[config.mk]
export PLATFORM = sky130hd
export DESIGN_NAME = multi_switch_debouncer_flat
export DESIGN_NICKNAME = d
export VERILOG_FILES = /design/src/rtl/multi_switch_debouncer_pkg.sv /design/src/rtl/multi_switch_debouncer_if.sv /design/src/rtl/multi_switch_debouncer_channel.sv /design/src/rtl/multi_switch_debouncer.sv /design/src/flat_wrapper.sv
export SDC_FILE = /design/constraint.sdc
export NUM_CORES = 1
export LEC_CHECK = 0
export CORE_MARGIN = 5
export CORE_UTILIZATION = 35
export DETAILED_ROUTE_END_ITERATION = 10
export PLACE_DENSITY = 0.57
export SYNTH_ARGS = -nofsm -noshare
export SYNTH_HDL_FRONTEND = slang
export SYNTH_SLANG_ARGS = --single-unit
[constraint.sdc]
create_clock -name clk -period 2.05 [get_ports clk]
set_input_delay 0.41 -clock clk [delete_from_list [all_inputs] [get_ports clk]]
set_output_delay 0.41 -clock clk [all_outputs]
set_load 0.05 [all_outputs]
[src/rtl/multi_switch_debouncer_pkg.sv]
// Package dac_debounce_pkg
// Purpose : shared definitions for the push-button debouncer family.
//           Holds the per-channel FSM state encoding and the default sample
//           counts used by every button consumer.
// Config  : none here; the long-press feature is selected with LONG_PRESS_EN
//           in the channel and top files.
package dac_debounce_pkg;

    localparam int DEB_STATE_W = 2;

    typedef enum logic [DEB_STATE_W-1:0] {
        ST_IDLE  = 2'd0,
        ST_PRESS = 2'd1,
        ST_HELD  = 2'd2,
        ST_REL   = 2'd3
    } deb_state_t;

    localparam int DEF_N_CH        = 4;
    localparam int DEF_PRESS_CNT   = 4;
    localparam int DEF_RELEASE_CNT = 4;
    localparam int DEF_LONG_CNT    = 16;

    // Width needed to hold values 0..max_val inclusive.
    function automatic int cnt_width(input int max_val);
        return (max_val < 1) ? 1 : $clog2(max_val + 1);
    endfunction

endpackage

[src/rtl/multi_switch_debouncer_if.sv]
// Interface multi_switch_debouncer_if
// Purpose : groups the switch inputs and the per-channel debouncer outputs.
// Signals : switch_in   raw switch levels, 1 = pressed
//           sw_level    debounced level per channel
//           click_pulse 1-clk pulse on completed press+release
//           long_pulse  1-clk pulse on long press (LONG_PRESS_EN builds only)
//           state_dbg   packed per-channel FSM state, 2 bits per channel
// Modports: slave  = debouncer side, master = switch/consumer side.
// Config  : LONG_PRESS_EN affects only the debouncer, not this interface.
interface multi_switch_debouncer_if #(
    parameter int N_CH = 4
);
    logic [N_CH-1:0]   switch_in;
    logic [N_CH-1:0]   sw_level;
    logic [N_CH-1:0]   click_pulse;
    logic [N_CH-1:0]   long_pulse;
    logic [2*N_CH-1:0] state_dbg;

    modport slave (
        input  switch_in,
        output sw_level,
        output click_pulse,
        output long_pulse,
        output state_dbg
    );

    modport master (
        output switch_in,
        input  sw_level,
        input  click_pulse,
        input  long_pulse,
        input  state_dbg
    );
endinterface

[src/rtl/multi_switch_debouncer_channel.sv]
// Module debounce_channel
// Purpose : one switch channel: 2-flop synchroniser followed by the
//           IDLE/PRESS/HELD/REL debounce FSM with registered outputs.
// Ports   : clk, reset (async, active-high), tick (sample strobe),
//           switch_in (raw), sw_level, click_pulse, long_pulse, state_dbg.
// Config  : LONG_PRESS_EN adds a hold counter and long-press flag; without
//           it long_pulse is tied to 0.
module debounce_channel
    import dac_debounce_pkg::*;
#(
    parameter int PRESS_CNT   = DEF_PRESS_CNT,
    parameter int RELEASE_CNT = DEF_RELEASE_CNT,
    parameter int LONG_CNT    = DEF_LONG_CNT
) (
    input  logic       clk,
    input  logic       reset,
    input  logic       tick,
    input  logic       switch_in,
    output logic       sw_level,
    output logic       click_pulse,
    output logic       long_pulse,
    output deb_state_t state_dbg
);

    localparam int CNT_W = cnt_width((PRESS_CNT > RELEASE_CNT) ? PRESS_CNT : RELEASE_CNT);

    if (PRESS_CNT < 1)        $error("PRESS_CNT must be >= 1");
    if (RELEASE_CNT < 1)      $error("RELEASE_CNT must be >= 1");
    if (LONG_CNT <= PRESS_CNT) $error("LONG_CNT must exceed PRESS_CNT");

    logic             sync1_q, sync2_q;
    deb_state_t       state_q, state_d;
    logic [CNT_W-1:0] cnt_q, cnt_d, cnt_inc;
    logic             level_q, level_d;
    logic             click_q, click_d;
    logic             long_q, long_d;
    logic             s;

`ifdef LONG_PRESS_EN
    localparam int HOLD_W = cnt_width(LONG_CNT);
    logic [HOLD_W-1:0] hold_q, hold_d;
    logic              flag_q, flag_d;
`endif

    assign s       = sync2_q;
    assign cnt_inc = cnt_q + CNT_W'(1);

    always_comb begin
        state_d = state_q;
        cnt_d   = cnt_q;
        level_d = level_q;
        click_d = 1'b0;           // pulses self-clear every clk
        long_d  = 1'b0;
`ifdef LONG_PRESS_EN
        hold_d  = hold_q;
        flag_d  = flag_q;
`endif
        if (tick) begin
            case (state_q)
                ST_IDLE: begin
                    if (s) begin
                        if (PRESS_CNT == 1) begin
                            state_d = ST_HELD;
                            level_d = 1'b1;
                            cnt_d   = '0;
`ifdef LONG_PRESS_EN
                            hold_d  = '0;
                            flag_d  = 1'b0;
`endif
                        end else begin
                            state_d = ST_PRESS;
                            cnt_d   = CNT_W'(1);
                        end
                    end
                end
                ST_PRESS: begin
                    if (!s) begin
                        // press bounce: abandon silently
                        state_d = ST_IDLE;
                        cnt_d   = '0;
                    end else if (cnt_inc == CNT_W'(PRESS_CNT)) begin
                        state_d = ST_HELD;
                        level_d = 1'b1;
                        cnt_d   = '0;
`ifdef LONG_PRESS_EN
                        hold_d  = '0;
                        flag_d  = 1'b0;
`endif
                    end else begin
                        cnt_d = cnt_inc;
                    end
                end
                ST_HELD: begin
                    if (!s) begin
                        if (RELEASE_CNT == 1) begin
                            state_d = ST_IDLE;
                            level_d = 1'b0;
                            cnt_d   = '0;
`ifdef LONG_PRESS_EN
                            click_d = !flag_q;
                            hold_d  = '0;
                            flag_d  = 1'b0;
`else
                            click_d = 1'b1;
`endif
                        end else begin
                            state_d = ST_REL;
                            cnt_d   = CNT_W'(1);
                        end
                    end else begin
`ifdef LONG_PRESS_EN
                        // hold counter saturates; the pulse fires once on arrival
                        if (hold_q < HOLD_W'(LONG_CNT)) begin
                            hold_d = hold_q + HOLD_W'(1);
                            if (hold_q + HOLD_W'(1) == HOLD_W'(LONG_CNT)) begin
                                long_d = 1'b1;
                                flag_d = 1'b1;
                            end
                        end
`endif
                    end
                end
                ST_REL: begin
                    if (s) begin
                        // release bounce: keep the press, hold count survives
                        state_d = ST_HELD;
                        cnt_d   = '0;
                    end else if (cnt_inc == CNT_W'(RELEASE_CNT)) begin
                        state_d = ST_IDLE;
                        level_d = 1'b0;
                        cnt_d   = '0;
`ifdef LONG_PRESS_EN
                        click_d = !flag_q;
                        hold_d  = '0;
                        flag_d  = 1'b0;
`else
                        click_d = 1'b1;
`endif
                    end else begin
                        cnt_d = cnt_inc;
                    end
                end
                default: begin
                    state_d = ST_IDLE;
                    cnt_d   = '0;
                end
            endcase
        end
    end

    always_ff @(posedge clk or posedge reset) begin
        if (reset) begin
            sync1_q <= 1'b0;
            sync2_q <= 1'b0;
            state_q <= ST_IDLE;
            cnt_q   <= '0;
            level_q <= 1'b0;
            click_q <= 1'b0;
            long_q  <= 1'b0;
`ifdef LONG_PRESS_EN
            hold_q  <= '0;
            flag_q  <= 1'b0;
`endif
        end else begin
            sync1_q <= switch_in;
            sync2_q <= sync1_q;
            state_q <= state_d;
            cnt_q   <= cnt_d;
            level_q <= level_d;
            click_q <= click_d;
            long_q  <= long_d;
`ifdef LONG_PRESS_EN
            hold_q  <= hold_d;
            flag_q  <= flag_d;
`endif
        end
    end

    assign sw_level    = level_q;
    assign click_pulse = click_q;
`ifdef LONG_PRESS_EN
    assign long_pulse  = long_q;
`else
    // long_d is never raised in this build, so this flop stays at 0
    assign long_pulse  = long_q;
`endif
    assign state_dbg   = state_q;

endmodule

[src/rtl/multi_switch_debouncer.sv]
// Module multi_switch_debouncer
// Purpose : N_CH independent push-button debouncers with press/release
//           click detection, all sampled on a shared tick strobe.
// Ports   : clk    system clock
//           reset  asynchronous active-high reset
//           tick   one-clk sample strobe
//           bus    multi_switch_debouncer_if.slave (switch_in, sw_level,
//                  click_pulse, long_pulse, state_dbg)
// Config  : LONG_PRESS_EN enables long-press detection after LONG_CNT held
//           ticks; undefined leaves long_pulse at 0.
module multi_switch_debouncer
    import dac_debounce_pkg::*;
#(
    parameter int N_CH        = DEF_N_CH,
    parameter int PRESS_CNT   = DEF_PRESS_CNT,
    parameter int RELEASE_CNT = DEF_RELEASE_CNT,
    parameter int LONG_CNT    = DEF_LONG_CNT
) (
    input logic                      clk,
    input logic                      reset,
    input logic                      tick,
    multi_switch_debouncer_if.slave  bus
);

    logic [N_CH-1:0]   level_w;
    logic [N_CH-1:0]   click_w;
    logic [N_CH-1:0]   long_w;
    logic [2*N_CH-1:0] state_w;

    for (genvar i = 0; i < N_CH; i++) begin : g_ch
        deb_state_t st;

        debounce_channel #(
            .PRESS_CNT  (PRESS_CNT),
            .RELEASE_CNT(RELEASE_CNT),
            .LONG_CNT   (LONG_CNT)
        ) u_ch (
            .clk        (clk),
            .reset      (reset),
            .tick       (tick),
            .switch_in  (bus.switch_in[i]),
            .sw_level   (level_w[i]),
            .click_pulse(click_w[i]),
            .long_pulse (long_w[i]),
            .state_dbg  (st)
        );

        assign state_w[2*i +: 2] = st;
    end

    assign bus.sw_level    = level_w;
    assign bus.click_pulse = click_w;
    assign bus.long_pulse  = long_w;
    assign bus.state_dbg   = state_w;

endmodule
[src/flat_wrapper.sv]
// flat-port wrapper written by rule: the top's interface ports become plain ports
module multi_switch_debouncer_flat import dac_debounce_pkg::*;
#(
    parameter int N_CH        = DEF_N_CH,
    parameter int PRESS_CNT   = DEF_PRESS_CNT,
    parameter int RELEASE_CNT = DEF_RELEASE_CNT,
    parameter int LONG_CNT    = DEF_LONG_CNT
)
  (clk, reset, tick, bus_switch_in, bus_sw_level, bus_click_pulse, bus_long_pulse, bus_state_dbg);
  multi_switch_debouncer_if #(.N_CH(N_CH)) bus_i ();
  input logic clk;
  input logic reset;
  input logic tick;
  input wire logic [$bits(bus_i.switch_in)-1:0] bus_switch_in;
  output wire logic [$bits(bus_i.sw_level)-1:0] bus_sw_level;
  output wire logic [$bits(bus_i.click_pulse)-1:0] bus_click_pulse;
  output wire logic [$bits(bus_i.long_pulse)-1:0] bus_long_pulse;
  output wire logic [$bits(bus_i.state_dbg)-1:0] bus_state_dbg;
  assign bus_i.switch_in = bus_switch_in;
  assign bus_sw_level = bus_i.sw_level;
  assign bus_click_pulse = bus_i.click_pulse;
  assign bus_long_pulse = bus_i.long_pulse;
  assign bus_state_dbg = bus_i.state_dbg;
  multi_switch_debouncer #(.N_CH(N_CH), .PRESS_CNT(PRESS_CNT), .RELEASE_CNT(RELEASE_CNT), .LONG_CNT(LONG_CNT)) u_core (.clk(clk), .reset(reset), .tick(tick), .bus(bus_i));
endmodule
==> results of run 1 <==
[power by group through the flow]
stage               registers [mW]  clock network (mW)  logic (mW)
finish                       0.974               0.472       0.706
global route                 0.994               0.533       0.779
CTS                          0.975               0.498       0.716
detailed placement           0.987                   0       0.713
global placement             0.974                   0       0.685
floorplan                     1.07                   0       0.440
[cells in the final DEF (no fill, tap or decap), drive strengths merged]
cell            n
dfrtp          36
clkdlybuf4s50  19
inv            16
ha             12
nand2          10
a21oi           7
a22o            6
buf             6
clkbuf          6
xor2            6
o21ai           6
mux2i           4
conb            4
nand3           4
o22ai           3
nor3            3
nor2            3
a31oi           3
and3            3
nand4           3
o21a            2
o21bai          2
a32o            2
a41o            2
and2b           1
and2            1
mux2            1
and4b           1
a311oi          1
o211ai          1
nor3b           1
a211o           1
o311ai          1
or2             1
a41oi           1
nand3b          1
o32ai           1
clkinv          1
[cell families after synthesis]
logic type,after synthesis
other,1
AND/OR/NAND/NOR,32
XOR/XNOR,6
AO/OA/AOI/OAI,39
buffers and inverters,32
adder cells (fa/ha/maj),12
multiplexers,5
flip-flops,36
[worst paths after layout]
kind                            slack [ns]                          from  cells after the start                           end
worst min-delay path                  0.35   u_core.g_ch[2].u_ch.sync1_q                      0         u_core.g_ch[2].u_ch.s
worst max-delay path                  0.06                          flop                      1              bus_state_dbg[7]
worst min register to register        0.35   u_core.g_ch[2].u_ch.sync1_q                      0         u_core.g_ch[2].u_ch.s
max in group asynchronous             1.19                         reset                      3  u_core.g_ch[3].u_ch.cnt_q[0]
min in group asynchronous             0.52                         reset                      3  u_core.g_ch[0].u_ch.cnt_q[2]
worst max register to register        0.56  u_core.g_ch[2].u_ch.cnt_q[0]                      4                          flop
[metal layers]
| layer | track usage [%] | vias to the layer above |
|---|---|---|
| li1 | - | 589 |
| met1 | 11.98 | 591 |
| met2 | 19.71 | 20 |
| met3 | 2.961 | 5 |
| met4 | 4.983 | 0 |
| met5 | 0 | - |
[per-stage QoR]
step | setup WS [ns] | area (um^2)
global placement | 0.3176 | 2042
CTS | 0.03891 | 2120
finish | 0.06424 | 2120
floorplan | 0.6115 | 1829
global route | 0.01077 | 2120
detailed placement | 0.2809 | 2042
[layout make-up]
class	instances	area (um^2)
clock buffer	6	72.57
clock inverter	1	5.005
fill	510	2955
inverter	16	60.06
multi-input combinational	98	758.2
sequential	36	900.9
tap	70	87.58
timing repair buffer	25	235.2
==> results.py, run 1 <==
metrics = {
    "run_status": {
        "status": "complete, no violations",
    },
    "pwr": {
        "p_int_mw": 1.338,
        "power_density_nw_per_um2": 1016,
        "comb_power_share_pct": 32.8,
        "p_switching_uw": 814.4,
        "power_mw": 2.153,
        "max-vdd-ir-drop_mv": 0.5259,
        "p_sw_share_pct": 37.83,
        "clockPowerShare_pct": 21.9,
        "seq_power_share_pct": 45.3,
        "power.leakage_nw": 0.9669,
    },
    "logic_synthesis": {
        "synthTopCellsByArea": "dfrtp_1 50%, ha_1 8.3%, buf_4 5.0%",
        "yosysMostFrequentCell": "dfrtp_1",
        "synth_edf_count": 0,
        "synth_seq_cells": 36,
        "synth_compound_gate_area_share_pct": 16.04,
        "synth_top_area_share_pct": 49.55,
        "syn_area_um2": 1818,
        "async_flop_share_pct": 100.0,
        "yosysSeqAreaShare_pct": 49.55,
        "synth-simple-area-share_pct": 9.842,
        "synth.area.mux_share_pct": 3.028,
        "synthAdderAreaFrac_pct": 8.259,
        "synth_cells": 163,
        "yosys-top-cells-count": "36 x dfrtp_1, 16 x inv_1, 12 x buf_4, 12 x ha_1, 10 x nand2_1",
        "synth_top_family_by_area": "compound AO/OA/AOI/OAI gates",
        "syn_area_per_cell_um2": 11.15,
        "synthFlopType": "dfrtp_1",
        "yosysTopAreaCell": "dfrtp_1",
        "yosys_warnings": 0,
        "synthXorXnorAreaFrac_pct": 3.716,
        "synth_cell_types": 41,
    },
    "timing": {
        "hold_viol_final": 0,
        "rsz0062_at_grt": "no",
        "worstMarginPinSlew_ns": 0.5010,
        "max_clock_freq_mhz": 503.6,
        "relSlewSlack_pct": 66.49,
        "tns_ns": 0,
        "finalSetupViolations": 0,
        "timing.hold.ws_ns": 0.3507,
        "period_share_pct": 96.87,
        "finalClockSkew_ns": 0.009305,
        "fin_crit_ns": 1.986,
        "maxSlewViolCount": 0,
    },
    "setup_path": {
        "worstPathArrival_ns": 1.58,
        "critPathTopFamily": "buffers and inverters",
        "crit_type": "reg -> out",
        "required_ns": 1.64,
        "cpPeakStageDelay_ns": 0.85,
        "crit_path_top_delay_cell": "clkdlybuf4s50_1",
        "startpoint_type": "flop",
        "worstSetupEndpointType": "primary output",
        "path_cells": "clkdlybuf4s50_1",
        "crit_buf_inv": 1,
        "crit_fanout": 7,
    },
    "clocking": {
        "cts.clk_slew.worst_paths_ns": 0.07,
        "clock-root-buffer": "clkbuf_8",
        "cts_tree": "built",
        "cts_buffers": 5,
        "clock-sinks": 36,
        "clk_latency_ns": 0.28,
        "clock_path_buffers": 2,
        "cts_resized": 0,
        "post_cts_buffers": 0,
        "cts_hold_buf": 0,
        "cts_max_level": 2,
    },
    "finish": {
        "nNetsFinal": 201,
        "final_core_util_pct": 41.77,
        "antenna_cells": 0,
        "area_delta_synth_final_pct": 16.59,
        "drive_above_1_share_pct": 11.54,
        "final_cells": 252,
    },
    "placed_design": {
        "dp_hpwl_mm": 2.352,
        "place_inst": 245,
        "portBuffers": 22,
        "gp_congestion": 0.7693,
    },
    "die": {
        "row_count": 26,
        "core_um2": 5075,
        "die-area_um2": 6735,
        "fp.dieH_um": 82.07,
        "initial_utilization_pct": 35.82,
        "io_pins": 27,
        "die_x_um": 82.07,
    },
    "global_route": {
        "grt_first_pass_wirelength_mm": 5.623,
        "grt_usage_pct": 10.99,
        "antenna_found_initial": 0,
        "grt_pass1_vias": 1275,
        "gr-total-overflow": 0,
        "grt_start_max_net_pins": 37,
    },
    "route": {
        "drc": 0,
        "routed_wl_mm": 3.213,
        "ant_nets": 0,
        "first_iter_violations": 89,
        "dr_wl_met2_mm": 1.738,
        "via_per_inst": 4.782,
        "avgRoutedWirePerCell_um": 12.75,
        "dr_wl_met3_um": 98,
        "wl_met1_mm": 1.315,
        "top_layer": "met4",
        "dr_total_vias": 1205,
        "drt_pre_antenna_iters": 4,
    },
    "flow_run": {
        "drv_cap": 0,
    },
    "hold_path": {
        "hp-class": "reg -> reg",
    },
}
No activity file was read; power rests on OpenSTA's default activity.
==> run 2: changes to the inputs <==
- CORE_MARGIN: 5 -> 2
==> run 2 against run 1 <==
Compared with the run above: core utilization up 0.96 points; count of clock-buffer cells in the layout rose by 1; largest power group unchanged; final cell count is 0.40% higher; critical endpoint is now bus_state_dbg[4].
==> results.py, run 2 (synthesized netlist as in run 1, its figures left out) <==
metrics = {
    "setup_path": {
        "crit_type": "reg -> out",
        "crit_fanout": 5,
        "crit_path_top_delay_cell": "clkdlybuf4s50_1",
        "worstSetupEndpointType": "primary output",
        "path_cells": "clkdlybuf4s50_1",
        "startpoint_type": "flop",
        "critPathTopFamily": "buffers and inverters",
        "required_ns": 1.64,
        "cpPeakStageDelay_ns": 0.83,
        "worstPathArrival_ns": 1.53,
        "crit_buf_inv": 1,
    },
    "clocking": {
        "cts.clk_slew.worst_paths_ns": 0.07,
        "cts_buffers": 5,
        "clock-sinks": 36,
        "clock_path_buffers": 2,
        "cts_tree": "built",
        "clock-root-buffer": "clkbuf_8",
        "cts_resized": 0,
        "cts_hold_buf": 0,
        "clk_latency_ns": 0.28,
        "post_cts_buffers": 0,
        "cts_max_level": 2,
    },
    "pwr": {
        "power_density_nw_per_um2": 1088,
        "p_switching_uw": 822.8,
        "power.leakage_nw": 1.010,
        "p_int_mw": 1.536,
        "clockPowerShare_pct": 28.7,
        "seq_power_share_pct": 41.3,
        "comb_power_share_pct": 29.9,
        "p_sw_share_pct": 34.88,
        "max-vdd-ir-drop_mv": 0.5454,
    },
    "placed_design": {
        "place_inst": 245,
        "place_ws_ns": 0.2852,
        "place_area_um2": 2039,
        "gp_congestion": 0.7661,
        "dp_hpwl_mm": 2.170,
        "portBuffers": 22,
    },
    "hold_path": {
        "hp-class": "reg -> reg",
    },
    "global_route": {
        "grt_usage_pct": 11.42,
        "gr-total-overflow": 0,
        "grt_first_pass_wirelength_mm": 5.347,
        "grt_start_max_net_pins": 37,
        "grt_pass1_vias": 1189,
        "antenna_found_initial": 0,
    },
    "finish": {
        "num-fill-cells": 504,
        "fin_area_um2": 2168,
        "final_cells": 253,
        "nNetsFinal": 201,
        "final_cell_mix": "36 x dfrtp_1, 17 x clkdlybuf4s50_1, 16 x inv_1",
        "layout_commonest_cell": "dfrtp_1",
        "antenna_cells": 0,
        "area_delta_synth_final_pct": 19.27,
        "drive_above_1_share_pct": 13.11,
    },
    "die": {
        "initial_utilization_pct": 35.82,
        "die_x_um": 76.07,
        "row_count": 26,
        "io_pins": 27,
        "core_um2": 5075,
        "fp.dieH_um": 76.07,
        "die-area_um2": 5787,
    },
    "timing": {
        "finalSetupViolations": 0,
        "fin_crit_ns": 1.940,
        "relSlewSlack_pct": 65.86,
        "finalWorstSetupSlack_ns": 0.1099,
        "maxSlewViolCount": 0,
        "finalClockSkew_ns": 0.001788,
        "hold_viol_final": 0,
        "period_share_pct": 94.64,
        "timing.hold.ws_ns": 0.3514,
        "max_clock_freq_mhz": 515.4,
        "tns_ns": 0,
        "rsz0062_at_grt": "no",
        "worstMarginPinSlew_ns": 0.5113,
    },
    "route": {
        "drt_pre_antenna_iters": 6,
        "avgRoutedWirePerCell_um": 12.11,
        "ant_nets": 0,
        "drc": 0,
        "first_iter_violations": 81,
        "routed_wl_mm": 3.064,
        "dr_total_vias": 1193,
        "via_per_inst": 4.715,
    },
    "run_status": {
        "status": "complete, no violations",
    },
    "flow_run": {
        "drv_cap": 0,
    },
}
[run 2: metal layers]
layer	track usage [%]	vias up	part of all wire [%]
li1	-	591	-
met1	13.54	579	45
met2	18.93	19	51
met3	3.673	4	3.4
met4	5.273	0	1.0
met5	0	-	0
[run 2: through the flow]
stage | power, mW | utilization [%]
after floorplan | 1.514 | -
after global placement | 1.664 | 40.19
after detailed placement | 1.699 | 40.19
after CTS | 2.387 | 42.68
after global routing | 2.511 | 42.73
final | 2.359 | 42.73
[run 2: final cells by class]
class	count	area, um^2	area share, %
clock buffer	7	96.34	4.443
clock inverter	1	30.03	1.385
inverter	16	60.06	2.770
multi-input combinational	98	758.2	34.97
sequential	36	900.9	41.55
tap	70	87.58	4.039
timing repair buffer	25	235.2	10.85
[run 2: path summary, 6_finish.rpt]
check | startpoint | to | slack, ns | cells past startpoint
worst min-delay path | u_core.g_ch[1].u_ch.sync1_q | u_core.g_ch[1].u_ch.s | 0.35 | 0
max in group asynchronous | reset | u_core.g_ch[1].u_ch.click_pulse | 1.21 | 3
worst min register to register | u_core.g_ch[1].u_ch.sync1_q | u_core.g_ch[1].u_ch.s | 0.35 | 0
min in group asynchronous | reset | u_core.g_ch[0].u_ch.cnt_q[1] | 0.53 | 3
worst max-delay path | u_core.g_ch[2].u_ch.state_dbg[0] | bus_state_dbg[4] | 0.11 | 1
worst max register to register | u_core.g_ch[2].u_ch.cnt_q[0] | flop | 0.56 | 4
[run 2: power groups by stage]
| stage | Clock (mW) | Sequential [mW] | Combinational [mW] |
|---|---|---|---|
| after detailed placement | 0 | 0.987 | 0.712 |
| after global routing | 0.735 | 0.997 | 0.779 |
| after CTS | 0.699 | 0.974 | 0.715 |
| after global placement | 0 | 0.976 | 0.687 |
| final | 0.678 | 0.975 | 0.706 |
| after floorplan | 0 | 1.07 | 0.440 |
==> run 3: changes to the inputs <==
- CAP_MARGIN: default -> 20
- PLACE_DENSITY: 0.57 -> default
==> run 3 against run 2 <==
Compared with the run above: register-to-register slack about the same; die area unchanged; via count up 4.3%; largest cell class unchanged; clock skew rose by 0.0068 ns.
==> results.py, run 3 (synthesized netlist as in run 1, its figures left out) <==
metrics = {
    "clocking": {
        "cts_hold_buf": 0,
        "clock-sinks": 36,
        "clock-root-buffer": "clkbuf_8",
        "clk_latency_ns": 0.28,
        "post_cts_buffers": 0,
        "clock_path_buffers": 2,
        "cts_tree": "built",
        "cts.clk_slew.worst_paths_ns": 0.06,
        "cts_buffers": 5,
        "cts_max_level": 2,
    },
    "timing": {
        "finalSetupViolations": 0,
        "worstMarginPinSlew_ns": 0.5116,
        "fin_crit_ns": 1.959,
        "max_clock_freq_mhz": 510.4,
        "period_share_pct": 95.58,
        "rsz0062_at_grt": "no",
        "maxSlewViolCount": 0,
        "hold_viol_final": 0,
        "tns_ns": 0,
        "finalClockSkew_ns": 0.008539,
        "relSlewSlack_pct": 65.79,
    },
    "setup_path": {
        "crit_fanout": 5,
        "critPathTopFamily": "buffers and inverters",
        "startpoint_type": "flop",
        "path_cells": "clkdlybuf4s50_1",
        "worstSetupEndpointType": "primary output",
        "rrSetupSlack_ns": 0.55,
        "cpPeakStageDelay_ns": 0.84,
        "reg2reg_from": "u_core.g_ch[2].u_ch.cnt_q[0]",
        "worst_r2r_path_depth": 4,
        "crit_type": "reg -> out",
        "crit_buf_inv": 1,
        "required_ns": 1.64,
        "crit_path_top_delay_cell": "clkdlybuf4s50_1",
        "worstPathArrival_ns": 1.55,
    },
    "route": {
        "ant_nets": 0,
        "drc": 0,
        "via_per_inst": 4.937,
        "avgRoutedWirePerCell_um": 12.69,
        "first_iter_violations": 82,
        "dr_total_vias": 1244,
        "routed_wl_mm": 3.199,
        "drt_pre_antenna_iters": 4,
    },
    "pwr": {
        "clockPowerShare_pct": 21.9,
        "comb_power_share_pct": 33.1,
        "p_sw_share_pct": 37.91,
        "seq_power_share_pct": 45.1,
        "p_int_mw": 1.341,
        "p_switching_uw": 818.7,
        "power.leakage_nw": 1.013,
        "power_density_nw_per_um2": 1014,
        "power_mw": 2.159,
        "max-vdd-ir-drop_mv": 0.6455,
    },
    "die": {
        "fp.dieH_um": 76.07,
        "row_count": 26,
        "die-area_um2": 5787,
        "initial_utilization_pct": 35.82,
        "core_um2": 5075,
        "die_x_um": 76.07,
        "io_pins": 27,
    },
    "finish": {
        "area_delta_synth_final_pct": 17.14,
        "layout_commonest_cell": "dfrtp_1",
        "nNetsFinal": 201,
        "antenna_cells": 0,
        "drive_above_1_share_pct": 10.99,
        "num-fill-cells": 484,
        "final_cell_mix": "36 x dfrtp_1, 17 x clkdlybuf4s50_1, 16 x inv_1",
    },
    "placed_design": {
        "portBuffers": 22,
        "gp_congestion": 0.7975,
        "dp_hpwl_mm": 2.278,
    },
    "hold_path": {
        "holdPathStages": 0,
        "hold_end": "u_core.g_ch[2].u_ch.s",
        "hp-class": "reg -> reg",
        "hp-start": "u_core.g_ch[2].u_ch.sync1_q",
    },
    "global_route": {
        "grt_first_pass_wirelength_mm": 5.437,
        "gr-total-overflow": 0,
        "grt_start_max_net_pins": 37,
        "grt_pass1_vias": 1208,
        "grt_usage_pct": 11.49,
        "antenna_found_initial": 0,
    },
    "run_status": {
        "status": "complete, no violations",
    },
    "flow_run": {
        "drv_cap": 0,
    },
}
==> run 3: final cells by class <==
type / instances / area, um^2 / share of cell area, %
sequential: 36 / 900.9 / 42.30
multi-input combinational: 98 / 758.2 / 35.61
timing repair buffer: 25 / 245.2 / 11.52
tap: 70 / 87.58 / 4.113
clock buffer: 6 / 72.57 / 3.408
inverter: 16 / 60.06 / 2.820
clock inverter: 1 / 5.005 / 0.2350
==> run 3: layer usage <==
metal | part of all wire (%) | vias to the layer above | global-route usage, %
li1 | - | 595 | -
met1 | 43 | 612 | 14.04
met2 | 51 | 33 | 18.84
met3 | 4.5 | 4 | 3.791
met4 | 1.1 | 0 | 4.545
met5 | 0 | - | 0
==> run 3: worst max-delay path by stage <==
stage	from	to	depth (start not counted)
2_1_floorplan	u_core.g_ch[2].u_ch.state_dbg[0]	flop	3
3_3_place_gp	tick	u_core.g_ch[3].u_ch.cnt_q[1]	5
3_5_place_dp	tick	u_core.g_ch[3].u_ch.cnt_q[1]	5
4_1_cts	flop	bus_state_dbg[7]	1
5_1_grt	u_core.g_ch[2].u_ch.state_dbg[0]	bus_state_dbg[4]	1
6_report	flop	bus_state_dbg[5]	1
==> run 3: per-stage QoR <==
stage / util, % / hold slack (ns) / cells / worst slack (ns) / area, um^2
3_5_place_dp: 40.29 / 0.3355 / 245 / 0.1784 / 2044
5_1_grt: 41.96 / 0.3611 / 252 / 0.03949 / 2130
6_report: 41.96 / 0.3499 / 252 / 0.09066 / 2130
3_3_place_gp: 40.29 / 0.3330 / 245 / 0.2357 / 2044
4_1_cts: 41.81 / 0.3520 / 252 / 0.03810 / 2122
2_1_floorplan: - / 0.3312 / 166 / 0.6115 / 1829
==> run 3: power by group through the flow <==
stage | Sequential [mW] | Combinational, mW | Clock [mW]
6_report | 0.973 | 0.714 | 0.472
5_1_grt | 1.00 | 0.783 | 0.520
4_1_cts | 0.975 | 0.721 | 0.485
3_5_place_dp | 0.989 | 0.718 | 0
3_3_place_gp | 0.974 | 0.681 | 0
2_1_floorplan | 1.07 | 0.440 | 0
==> run 3: what timing repair did <==
action / 4_1_cts / 5_1_grt
resized for setup: 0 / 3
endpoints found under the setup margin: 0 / 3
hold endpoints to repair: 0 / 0
